### src/rtl/multiplier_seq.sv
// Iterative shift-add multiplier: retires STEP multiplier bits per clock,
// unsigned or two's-complement per operation, valid/ready on both sides.
module multiplier_seq #(
  parameter int WIDTH = 32,
  parameter int STEP  = 1
) (
  input  logic               clk,
  input  logic               rst,
  input  logic               in_valid,
  output logic               in_ready,
  input  logic               in_signed,
  input  logic [WIDTH-1:0]   in1,
  input  logic [WIDTH-1:0]   in2,
  output logic               out_valid,
  input  logic               out_ready,
  output logic [2*WIDTH-1:0] out
);

  localparam int N  = WIDTH / STEP;
  localparam int CW = $clog2(N + 1);
  localparam int AW = 2 * WIDTH + STEP;

  generate
    if (!(STEP == 1 || STEP == 2 || STEP == 4) || WIDTH < 2 || (WIDTH % STEP) != 0) begin : g_bad_params
      $error("multiplier_seq: STEP must be 1, 2 or 4 and divide WIDTH (WIDTH >= 2)");
    end
  endgenerate

  typedef enum logic [1:0] {IDLE, BUSY, DONE} state_t;

  state_t state, state_next;

  logic [WIDTH-1:0]      mcand;
  logic [WIDTH-1:0]      mplier;
  logic                  neg;
  logic [CW-1:0]         count;
  logic [AW-1:0]         acc;

  logic [WIDTH-1:0]      mag1;
  logic [WIDTH-1:0]      mag2;
  logic [WIDTH+STEP-1:0] partial;
  logic [AW-1:0]         sum;
  logic [AW-1:0]         acc_shifted;
  logic [2*WIDTH-1:0]    product;

  // Magnitudes in WIDTH unsigned bits: the most negative value maps onto itself,
  // which read unsigned is exactly 2^(WIDTH-1).
  always_comb begin
    mag1 = (in_signed && in1[WIDTH-1]) ? (~in1 + 1'b1) : in1;
    mag2 = (in_signed && in2[WIDTH-1]) ? (~in2 + 1'b1) : in2;
  end

  // Partial product enters at bit WIDTH and the whole accumulator shifts right
  // by STEP, so after N cycles each partial lands at its proper weight.
  always_comb begin
    partial     = {{STEP{1'b0}}, mcand} * {{WIDTH{1'b0}}, mplier[STEP-1:0]};
    sum         = acc + {partial, {WIDTH{1'b0}}};
    acc_shifted = sum >> STEP;
    product     = acc_shifted[2*WIDTH-1:0];
  end

  always_ff @(posedge clk) begin
    if (rst) begin
      state <= IDLE;
    end else begin
      state <= state_next;
    end
  end

  always_comb begin
    state_next = state;
    in_ready   = 1'b0;
    out_valid  = 1'b0;
    case (state)
      IDLE: begin
        in_ready = 1'b1;
        if (in_valid) begin
          state_next = BUSY;
        end
      end
      BUSY: begin
        if (count == CW'(1)) begin
          state_next = DONE;
        end
      end
      DONE: begin
        out_valid = 1'b1;
        if (out_ready) begin
          state_next = IDLE;
        end
      end
      default: begin
        state_next = IDLE;
      end
    endcase
  end

  always_ff @(posedge clk) begin
    if (rst) begin
      mcand  <= '0;
      mplier <= '0;
      neg    <= 1'b0;
      count  <= '0;
      acc    <= '0;
      out    <= '0;
    end else begin
      case (state)
        IDLE: begin
          if (in_valid) begin
            mcand  <= mag1;
            mplier <= mag2;
            neg    <= in_signed & (in1[WIDTH-1] ^ in2[WIDTH-1]);
            acc    <= '0;
            count  <= CW'(N);
          end
        end
        BUSY: begin
          acc    <= acc_shifted;
          mplier <= mplier >> STEP;
          count  <= count - 1'b1;
          if (count == CW'(1)) begin
            out <= neg ? (~product + 1'b1) : product;
          end
        end
        default: begin
        end
      endcase
    end
  end

endmodule

### config.mk
export PLATFORM = sky130hd
export DESIGN_NAME = multiplier_seq
export DESIGN_NICKNAME = d
export VERILOG_FILES = /design/src/rtl/multiplier_seq.sv
export SDC_FILE = /design/constraint.sdc
export NUM_CORES = 1
export LEC_CHECK = 0
export CAP_MARGIN = 10
export CORE_AREA = 2 2 158 160
export CTS_CLUSTER_SIZE = 16
export DETAILED_ROUTE_END_ITERATION = 10
export DIE_AREA = 0 0 160 162
export PLACE_DENSITY = 0.83
export SLEW_MARGIN = 30
export SYNTH_ARGS = -nofsm -noshare
export SYNTH_HDL_FRONTEND = slang
export SYNTH_SLANG_ARGS = --single-unit
### constraint.sdc
create_clock -name clk -period 4.3 [get_ports clk]
set_clock_uncertainty 0.1 [all_clocks]
set_input_delay 0.86 -clock clk [delete_from_list [all_inputs] [get_ports clk]]
set_output_delay 0.86 -clock clk [all_outputs]
set_load 0.02 [all_outputs]
==> flow_metrics.env, run 1 <==
export IMPL_drt_iter0_markers=938
export IMPL_maxCapViolations=0
export IMPL_critical_path_top_delay_family="simple AND/OR/NAND/NOR gates"
export IMPL_worstSkewPairLatency_ns=0.44
export IMPL_detailed_place_area_mm2=0.0137
export IMPL_synth_enable_flop_cells=0
export IMPL_route_detailed_wl_per_inst_um=16.7
export IMPL_start_util=0.495
export IMPL_drt_total_wl_um=33100
export IMPL_cts_buffer_depth=2
export IMPL_irDropWorstVdd_mv=0.250
export IMPL_grt_setup_unrepaired="yes"
export IMPL_tightest_slew_ns=0.817
export IMPL_setup_viol_count_final=0
export IMPL_netlist_top_cell_by_area="dfxtp_1"
export IMPL_synthesis_instances=1541
export IMPL_kind_of_capture_point_of_the_worst_setup_path="flip-flop"
export IMPL_synth_cell_area_mm2=0.0119
export IMPL_timing_critical_path_from_type="flip-flop"
export IMPL_holdCritPathClass="flip-flop to flip-flop"
export IMPL_pin_count_of_the_biggest_net_entering_global_routing=108
export IMPL_yosys_area_top_type_share=0.336
export IMPL_critical_path_class="flip-flop to flip-flop"
export IMPL_worst_endpoint_required_ns=4.56
export IMPL_totalNegativeSetupSlack_ns=0
export IMPL_postSynthNetCount=1648
export IMPL_status="completed"
export IMPL_ys_warnings_count=0
export IMPL_layout_worst_path_cycle_share=0.998
export IMPL_first_pass_grt_wire_length_um=53500
export IMPL_cell_rows=57
export IMPL_number_of_remaining_drc_errors=0
export IMPL_cts_root_buf="clkbuf_16"
export IMPL_layout_cells_non_filler=1983
export IMPL_ios=135
export IMPL_slowest_stage_delay_cp_ns=0.58
export IMPL_critPathMaxFanout=7
export IMPL_area_growth_pct=21.3
export IMPL_synth_yosys_seq_area_share=0.336
export IMPL_via_count_of_the_first_global_routing_pass=10600
export IMPL_synth_area_per_inst_um2=7.74
export IMPL_cts_made_buffers=17
export IMPL_fmax_ghz=0.233
export IMPL_clk_pin_slew_ns=0.08
export IMPL_drt_first_pass_iters=9
export IMPL_vias_per_cell=5.91
export IMPL_cts_num_sinks=200
export IMPL_cp_common_cell="or4_4"
export IMPL_n_antenna_cell=0
export IMPL_die_area_mm2=0.0259
export IMPL_critical_path_slowest_cell="or4b_4"
export IMPL_core_area_mm2=0.0241
export IMPL_leakagePower_nw=5.38
export IMPL_synth_commonest_cells="200 x dfxtp_1, 172 x nand2_1, 163 x nor2_1"
export IMPL_synth_area_top_cells="dfxtp_1 34%, a21oi_1 6.5%, xor2_1 5.9%, nand2_1 5.4%, nor2_1 5.1%"
export IMPL_synth_lib_cells_used_distinct=82
export IMPL_tritoncts="yes"
export IMPL_global_route_usage_total=0.249
export IMPL_chipHeight_um=162
export IMPL_dr_total_vias=11700
export IMPL_layout_drive_gt1_share=0.0928
export IMPL_crit_chain="and2_4 -> ha_4 -> fa_2 -> a21o_1 -> a311o_1 -> a211o_1 -> a32oi_2 -> o2111ai_2 -> or4_4 -> or4b_4 -> or4_4 -> and3_4 -> o31ai_2"
export IMPL_synthMostInstantiatedCell="dfxtp_1"
export IMPL_globalRouteOverflowTotal=0
export IMPL_design_area_mm2=0.0145
export IMPL_slew_limit_fails=0
export IMPL_synth_async_reset_ratio=0
export IMPL_timing_max_slew_rel_slack=0.455
export IMPL_die_width_um=160
export IMPL_hpwl_um=24000
export IMPL_antenna_found_initial=0
export IMPL_synth_flop_cell="dfxtp_1"
export IMPL_nets=1753
export IMPL_final_period_minus_worst_setup_slack_ns=4.29
export IMPL_p_per_area_mw_per_mm2=306
export IMPL_cts_htree_levels=4
export IMPL_globalplace_congestion=0.951
export IMPL_yosys_register_bits=200
export IMPL_critPathBufInv=0
export IMPL_dp_cells=1946
export IMPL_detail_route_antenna_nets=0
export IMPL_post_layout_total_power_w=0.00442
export IMPL_critical_path_arrival_ns=4.55
export IMPL_hold_viol=0
export IMPL_buffer_ports_inserted=134
==> power by group <==
part	switching, W	total, W	internal (W)
Sequential	0.0000470	0.00198	0.00193
Combinational	0.000431	0.000733	0.000302
Clock	0.000813	0.00171	0.000902
==> per-stage QoR <==
step	hold WS [ns]	utilization	setup slack [ns]
global route	0.370	0.601	-0.119
CTS	0.354	0.595	-0.00957
global placement	0.341	0.568	0.0234
detailed placement	0.344	0.568	-0.0682
finish	0.350	0.601	0.0104
floorplan	0.327	-	-0.0216
==> cell type report <==
cell class	instances	area, µm²
Multi-Input combinational cell	1215	7560
Fill cell	2148	9630
Clock inverter	14	180
Sequential cell	200	4010
Tap cell	324	405
Inverter	21	78.8
Clock buffer	18	439
Timing Repair Buffer	191	1800
==> routing by layer <==
layer,part of all wire,vias up,global-route usage
li1,-,5781,-
met1,0.46,5456,0.348
met2,0.46,437,0.408
met3,0.068,41,0.0317
met4,0.014,0,0.0659
met5,0,-,0
==> tightest hold or removal path, cell delays in order, from the launching register on <==
cell	delay, ns
dfxtp_1	0.31
nand2_1	0.05
a21oi_1	0.05
==> final timing paths <==
check	from	end	slack [ns]	cells past startpoint
worst max-delay path	mplier[0]	out[62]	0.01	13
worst min-delay path	mcand[24]	mcand[24]	0.35	2
worst max register to register	mplier[0]	out[62]	0.01	13
worst min register to register	mcand[24]	mcand[24]	0.35	2
==> sequential cells by signal (all words and copies together) (netlist names) <==
name / flops
mplier: 32
mcand: 32
state: 2
acc: 63
count: 6
neg: 1
out: 64
==> placed cells by master (no fill, tap or decap), types with 29 or more instances in the layout <==
cell type / instances
o21ai_0: 58
nor2_1: 162
and2_1: 40
a22oi_1: 37
ha_1: 34
a21oi_1: 156
clkdlybuf4s50_1: 133
nor3_1: 29
nand2_1: 171
xnor2_1: 48
xor2_1: 81
dfxtp_1: 198
buf_4: 54
a211oi_1: 73
nand3_1: 69
==> kinds of logic after synthesis <==
| kind of cell | after synthesis | synth area share |
|---|---|---|
| AND/OR/NAND/NOR | 584 | 0.232 |
| AO/OA/AOI/OAI | 461 | 0.253 |
| flip-flops | 200 | 0.336 |
| XOR/XNOR | 129 | 0.0947 |
| buffers and inverters | 126 | 0.0424 |
| adder cells (fa/ha/maj) | 38 | 0.0405 |
| multiplexers | 3 | 0.00252 |
==> repair_timing <==
item | in CTS | in global routing
resized for setup | 4 | 21
hold buffers | 0 | 0
setup buffers | 1 | 3
setup endpoints to repair | 8 | 15
hold endpoints to repair | 0 | 0
pin swaps | 3 | 0
No activity file was read; power rests on OpenSTA's default activity.
==> run 2, diff against run 1 <==
- CAP_MARGIN: 10 -> unset
- CTS_BUF_LIST: unset -> sky130_fd_sc_hd__clkbuf_4 sky130_fd_sc_hd__clkbuf_8
==> run 2 against run 1 <==
The run now ends with negative setup slack left. Cell count hardly changed. Global-route usage fell by 0.32 points. Sequential power barely moved. Core utilization is 0.70 points lower. Setup slack got worse by 0.042 ns. Count of clock-buffer cells in the layout did not move. Maximum frequency shrank 0.97%. Wire length is 1.0% lower. Critical path type unchanged. Highest routed layer unchanged.
==> flow_metrics.env, run 2 (synthesis results as in run 1) <==
export IMPL_cts_hold_buf=0
export IMPL_leakagePower_nw=5.29
export IMPL_via_count_of_the_first_global_routing_pass=10500
export IMPL_layout_cells_most_common="dfxtp_1"
export IMPL_critical_path_class="flip-flop to flip-flop"
export IMPL_worstSkewPairLatency_ns=0.49
export IMPL_tightest_slew_ns=0.805
export IMPL_irDropWorstVdd_mv=0.209
export IMPL_cts_htree_levels=4
export IMPL_hold_viol=0
export IMPL_top_regs="out (64), acc (63)"
export IMPL_chipHeight_um=162
export IMPL_detailroute_wirelength_met3_um=2210
export IMPL_crit_chain="and2_4 -> ha_4 -> fa_2 -> a21o_1 -> a311o_1 -> a211o_1 -> a32oi_2 -> o2111ai_2 -> or4_4 -> or4b_4 -> or4_4 -> and3_4 -> o31ai_2"
export IMPL_worst_endpoint_required_ns=4.60
export IMPL_p_per_area_mw_per_mm2=282
export IMPL_critPathBufInv=0
export IMPL_antenna_found_initial=0
export IMPL_area_growth_pct=19.9
export IMPL_detail_route_antenna_nets=0
export IMPL_fin_hold_ws_ns=0.356
export IMPL_wirelength_met1_um=15200
export IMPL_pin_count_of_the_biggest_net_entering_global_routing=108
export IMPL_n_antenna_cell=0
export IMPL_slowest_stage_delay_cp_ns=0.58
export IMPL_final_period_minus_worst_setup_slack_ns=4.33
export IMPL_max_flop_register="out"
export IMPL_clk_pin_slew_ns=0.11
export IMPL_totalNegativeSetupSlack_ns=-0.0318
export IMPL_ios=135
export IMPL_maxCapViolations=0
export IMPL_cts_buffer_depth=2
export IMPL_cell_rows=57
export IMPL_status="complete, but fails checks"
export IMPL_dp_cells=1946
export IMPL_layout_cells_non_filler=1984
export IMPL_nets=1754
export IMPL_holdCritPathClass="flip-flop to flip-flop"
export IMPL_slew_limit_fails=0
export IMPL_cts_num_sinks=200
export IMPL_tritoncts="yes"
export IMPL_grt_setup_unrepaired="yes"
export IMPL_number_of_remaining_drc_errors=0
export IMPL_kind_of_capture_point_of_the_worst_setup_path="flip-flop"
export IMPL_core_area_mm2=0.0241
export IMPL_detailedPlace_worstSlack_ns=-0.0682
export IMPL_timing_critical_path_from_type="flip-flop"
export IMPL_critPathMaxFanout=7
export IMPL_layout_cells_most_common_list="198 x dfxtp_1, 171 x nand2_1, 162 x nor2_1"
export IMPL_buffer_ports_inserted=134
export IMPL_final_setup_worst_slack_ns=-0.0318
export IMPL_timing_max_slew_rel_slack=0.463
export IMPL_hpwl_um=24000
export IMPL_failed_checks="negative setup slack"
export IMPL_critical_path_slowest_cell="or4b_4"
export IMPL_highest_signal_layer="met4"
export IMPL_design_area_mm2=0.0143
export IMPL_setup_viol_count_final=1
export IMPL_global_route_usage_total=0.246
export IMPL_fmax_ghz=0.231
export IMPL_drt_first_pass_iters=6
export IMPL_layout_drive_gt1_share=0.0940
export IMPL_globalplace_congestion=0.951
export IMPL_first_pass_grt_wire_length_um=52800
export IMPL_cts_root_buf="clkbuf_8"
export IMPL_layout_worst_path_cycle_share=1.01
export IMPL_cp_common_cell="or4_4"
export IMPL_die_width_um=160
export IMPL_flip_flop_count_of_the_largest_register_after_layout=64
export IMPL_start_util=0.495
export IMPL_globalRouteOverflowTotal=0
export IMPL_cts_made_buffers=17
export IMPL_route_detailed_wl_per_inst_um=16.5
export IMPL_wl_met2_um=14800
export IMPL_die_area_mm2=0.0259
export IMPL_drt_iter0_markers=924
export IMPL_critical_path_arrival_ns=4.64
export IMPL_critical_path_top_delay_family="simple AND/OR/NAND/NOR gates"
export IMPL_drt_total_wl_um=32800
export IMPL_vias_per_cell=5.89
export IMPL_dr_total_vias=11700
export IMPL_detailed_place_area_mm2=0.0137
[run 2: where the power goes]
group	total (W)	switching (W)	internal [W]
logic	0.000737	0.000432	0.000305
registers	0.00198	0.0000466	0.00193
clock network	0.00132	0.000760	0.000559
[run 2: worst register-to-register path, cell delays in order (launching register included)]
cell and delay (ns):
dfxtp_4 0.38, and2_4 0.15, ha_4 0.16, fa_2 0.35
a21o_1 0.22, a311o_1 0.30, a211o_1 0.32, a32oi_2 0.21
o2111ai_2 0.17, or4_4 0.48, or4b_4 0.58, or4_4 0.45
and3_4 0.20, o31ai_2 0.18
[run 2: final timing paths]
| kind | end | slack (ns) | from | cells after the start |
|---|---|---|---|---|
| min | mcand[24] | 0.36 | mcand[24] | 2 |
| max | out[62] | -0.03 | mplier[0] | 13 |
| max reg2reg | out[62] | -0.03 | mplier[0] | 13 |
| min reg2reg | mcand[24] | 0.36 | mcand[24] | 2 |
[run 2: cell type report]
type                    count  area [µm²]
clock buffers              18         248
well taps                 324         405
inverters                  21        78.8
multi-input cells        1215        7580
repair buffers            192        1810
fillers                  2184        9800
flip-flops and latches    200        4010
clock inverters            14         180
[run 2: what timing repair did]
action | 4_1_cts | 5_1_grt
buffers inserted | 1 | 4
resized for setup | 5 | 25
pin swaps | 3 | 6
setup endpoints to repair | 10 | 16
gates cloned | 0 | 0
[run 2: metrics by stage]
stage	utilization	total power [W]
floorplan	-	0.00246
global placement	0.568	0.00269
detailed placement	0.568	0.00271
CTS	0.587	0.00401
global route	0.594	0.00420
finish	0.594	0.00403
[run 2: layer usage]
layer  GRT usage  vias up
met2       0.398      442
met3      0.0350       49
met5           0        -
met1       0.345     5415
li1            -     5780
met4      0.0639        0
==> run 3, diff against run 2 <==
- CORE_AREA: 2 2 158 160 -> 2 2 154 156
- DIE_AREA: 0 0 160 162 -> 0 0 156 158
- PLACE_DENSITY: 0.83 -> 0.87
==> run 3 against run 2 <==
The flow still finishes with violations (negative setup slack). Setup slack worse by 0.0076 ns. Critical path depth up 1. Sequential share of layout area grew 0.079 points. Via count is 0.29% lower. Highest routed layer unchanged. Power fell by 0.15%. Hold slack improved by 0.0099 ns. Clock power hardly changed. Die area is 4.9% lower. Register-to-register slack about the same. Maximum frequency decreased by 0.18%. Final area down 0.28%. Global-route usage rose by 1.6 points. Largest cell class unchanged.
==> flow_metrics.env, run 3 (synthesis results as in run 1) <==
export IMPL_status="complete, but fails checks"
export IMPL_failed_checks="negative setup slack"
export IMPL_count_of_filler_cells_inserted_in_the_layout=2049
export IMPL_layout_worst_path_cycle_share=1.01
export IMPL_number_of_remaining_drc_errors=0
export IMPL_area_growth_pct=19.6
export IMPL_detailed_place_area_mm2=0.0137
export IMPL_critical_path_top_delay_family="compound AO/OA/AOI/OAI gates"
export IMPL_leakagePower_nw=5.34
export IMPL_first_pass_grt_wire_length_um=53100
export IMPL_globalRouteOverflowTotal=0
export IMPL_irDropWorstVdd_mv=0.183
export IMPL_chipHeight_um=158
export IMPL_tightest_slew_ns=0.857
export IMPL_flip_flop_count_of_the_largest_register_after_layout=64
export IMPL_dp_cells=1923
export IMPL_layout_cells_most_common_list="198 x dfxtp_1, 171 x nand2_1, 162 x nor2_1"
export IMPL_dr_total_vias=11700
export IMPL_layout_cells_most_common="dfxtp_1"
export IMPL_antenna_found_initial=0
export IMPL_clk_pin_slew_ns=0.12
export IMPL_r2r_start="mplier[0]"
export IMPL_n_antenna_cell=0
export IMPL_layout_drive_gt1_share=0.0941
export IMPL_worst_endpoint_required_ns=4.56
export IMPL_setup_viol_count_final=1
export IMPL_route_detailed_wl_per_inst_um=16.5
export IMPL_holdCritPathClass="flip-flop to flip-flop"
export IMPL_setup_worst_path_end="out[58]"
export IMPL_timing_critical_path_from_type="flip-flop"
export IMPL_kind_of_capture_point_of_the_worst_setup_path="flip-flop"
export IMPL_critPathMaxFanout=7
export IMPL_ios=135
export IMPL_totalNegativeSetupSlack_ns=-0.0394
export IMPL_cts_made_buffers=17
export IMPL_cts_num_sinks=200
export IMPL_vias_per_cell=5.95
export IMPL_design_area_mm2=0.0143
export IMPL_cts_hold_buf=0
export IMPL_cts_root_buf="clkbuf_8"
export IMPL_hpwl_um=23900
export IMPL_critical_path_slowest_cell="or4b_4"
export IMPL_globalplace_congestion=0.959
export IMPL_cell_rows=56
export IMPL_maxCapViolations=0
export IMPL_max_flop_register="out"
export IMPL_reg2reg_to="out[58]"
export IMPL_p_per_area_mw_per_mm2=282
export IMPL_post_layout_total_power_w=0.00403
export IMPL_critical_path_class="flip-flop to flip-flop"
export IMPL_detail_route_antenna_nets=0
export IMPL_final_period_minus_worst_setup_slack_ns=4.34
export IMPL_die_area_mm2=0.0246
export IMPL_fmax_ghz=0.230
export IMPL_crit_chain="and2_4 -> ha_4 -> fa_2 -> a21o_1 -> a311o_1 -> a211o_1 -> a32oi_2 -> o2111ai_2 -> or4_4 -> or4b_4 -> buf_4 -> o31ai_1 -> xor2_1 -> o21ai_0"
export IMPL_pin_count_of_the_biggest_net_entering_global_routing=108
export IMPL_critPathBufInv=1
export IMPL_nets=1762
export IMPL_hold_viol=0
export IMPL_via_count_of_the_first_global_routing_pass=10700
export IMPL_cp_depth=14
export IMPL_top_regs="out (64), acc (63)"
export IMPL_cts_htree_levels=4
export IMPL_drt_iter0_markers=736
export IMPL_slowest_stage_delay_cp_ns=0.57
export IMPL_drt_total_wl_um=32400
export IMPL_layout_cells_non_filler=1958
export IMPL_grt_setup_unrepaired="yes"
export IMPL_critical_path_arrival_ns=4.60
export IMPL_slew_limit_fails=0
export IMPL_timing_max_slew_rel_slack=0.429
export IMPL_ff2ff_path_depth=14
export IMPL_buffer_ports_inserted=134
export IMPL_die_width_um=156
export IMPL_detailedPlace_worstSlack_ns=-0.0220
export IMPL_worstSkewPairLatency_ns=0.49
export IMPL_core_area_mm2=0.0231
export IMPL_startpoint="mplier[0]"
export IMPL_global_route_usage_total=0.262
export IMPL_final_setup_worst_slack_ns=-0.0394
export IMPL_drt_first_pass_iters=5
export IMPL_reg2reg_slack_ns=-0.04
export IMPL_cts_buffer_depth=2
export IMPL_start_util=0.518
export IMPL_tritoncts="yes"
run 3: cell count changes in the layout (fill, tap and decap cells not counted), moves of 2 or more:
| cell | delta |
|---|---|
| o31ai_4 | -2 |
| o21ai_0 | +3 |
| buf_4 | +9 |
| o31ai_1 | +2 |
| o41ai_2 | +2 |
| ha_2 | -2 |
| clkinv_4 | -2 |
| o21ai_1 | -2 |
| clkinvlp_4 | -2 |
| inv_6 | +3 |
run 3: final cells by class:
type	count	area [µm²]	area share
clock buffer	18	241	0.0169
multi-input combinational	1215	7530	0.528
inverter	21	78.8	0.00552
sequential	200	4010	0.281
clock inverter	14	195	0.0137
timing repair buffer	200	1850	0.130
tap	290	363	0.0254
run 3: per-stage QoR:
stage / util / hold WS [ns]
floorplan: - / 0.327
global placement: 0.595 / 0.343
detailed placement: 0.595 / 0.347
CTS: 0.616 / 0.368
global route: 0.619 / 0.387
finish: 0.619 / 0.366
run 3: tightest hold or removal path, delay by kind of cell (launching register included):
| kind | cells | cell delay, ns |
|---|---|---|
| simple gates | 1 | 0.05 |
| flops | 1 | 0.33 |
| compound gates | 1 | 0.05 |
run 3: power breakdown:
part           internal (W)  total [W]  switching (W)
Clock              0.000563    0.00132       0.000757
Sequential          0.00193    0.00198      0.0000462
Combinational      0.000306   0.000731       0.000425
run 3: what timing repair did:
action / 4_1_cts / 5_1_grt
buffers inserted: 0 / 2
resized for setup: 7 / 8
setup endpoints to repair: 7 / 16
endpoints found under the hold margin: 0 / 0
pin swaps: 0 / 8
gates cloned: 0 / 0
run 3: worst min path at each step:
| stage | start | endpoint | slack (ns) | cells after the start |
|---|---|---|---|---|
| 2_1_floorplan | mcand[24] | mcand[24] | 0.33 | 2 |
| 3_3_place_gp | mcand[31] | mcand[31] | 0.34 | 2 |
| 3_5_place_dp | mcand[31] | mcand[31] | 0.35 | 2 |
| 4_1_cts | mcand[0] | mcand[0] | 0.37 | 2 |
| 5_1_grt | mcand[31] | mcand[31] | 0.39 | 2 |
| 6_report | mcand[0] | mcand[0] | 0.37 | 2 |
run 3: per-layer routing:
metal / vias up / GRT usage / routed length, µm
met5: - / 0 / 0
met4: 0 / 0.0843 / 655
met3: 52 / 0.0386 / 1790
met2: 355 / 0.429 / 14800
met1: 5463 / 0.356 / 15100
li1: 5782 / - / -
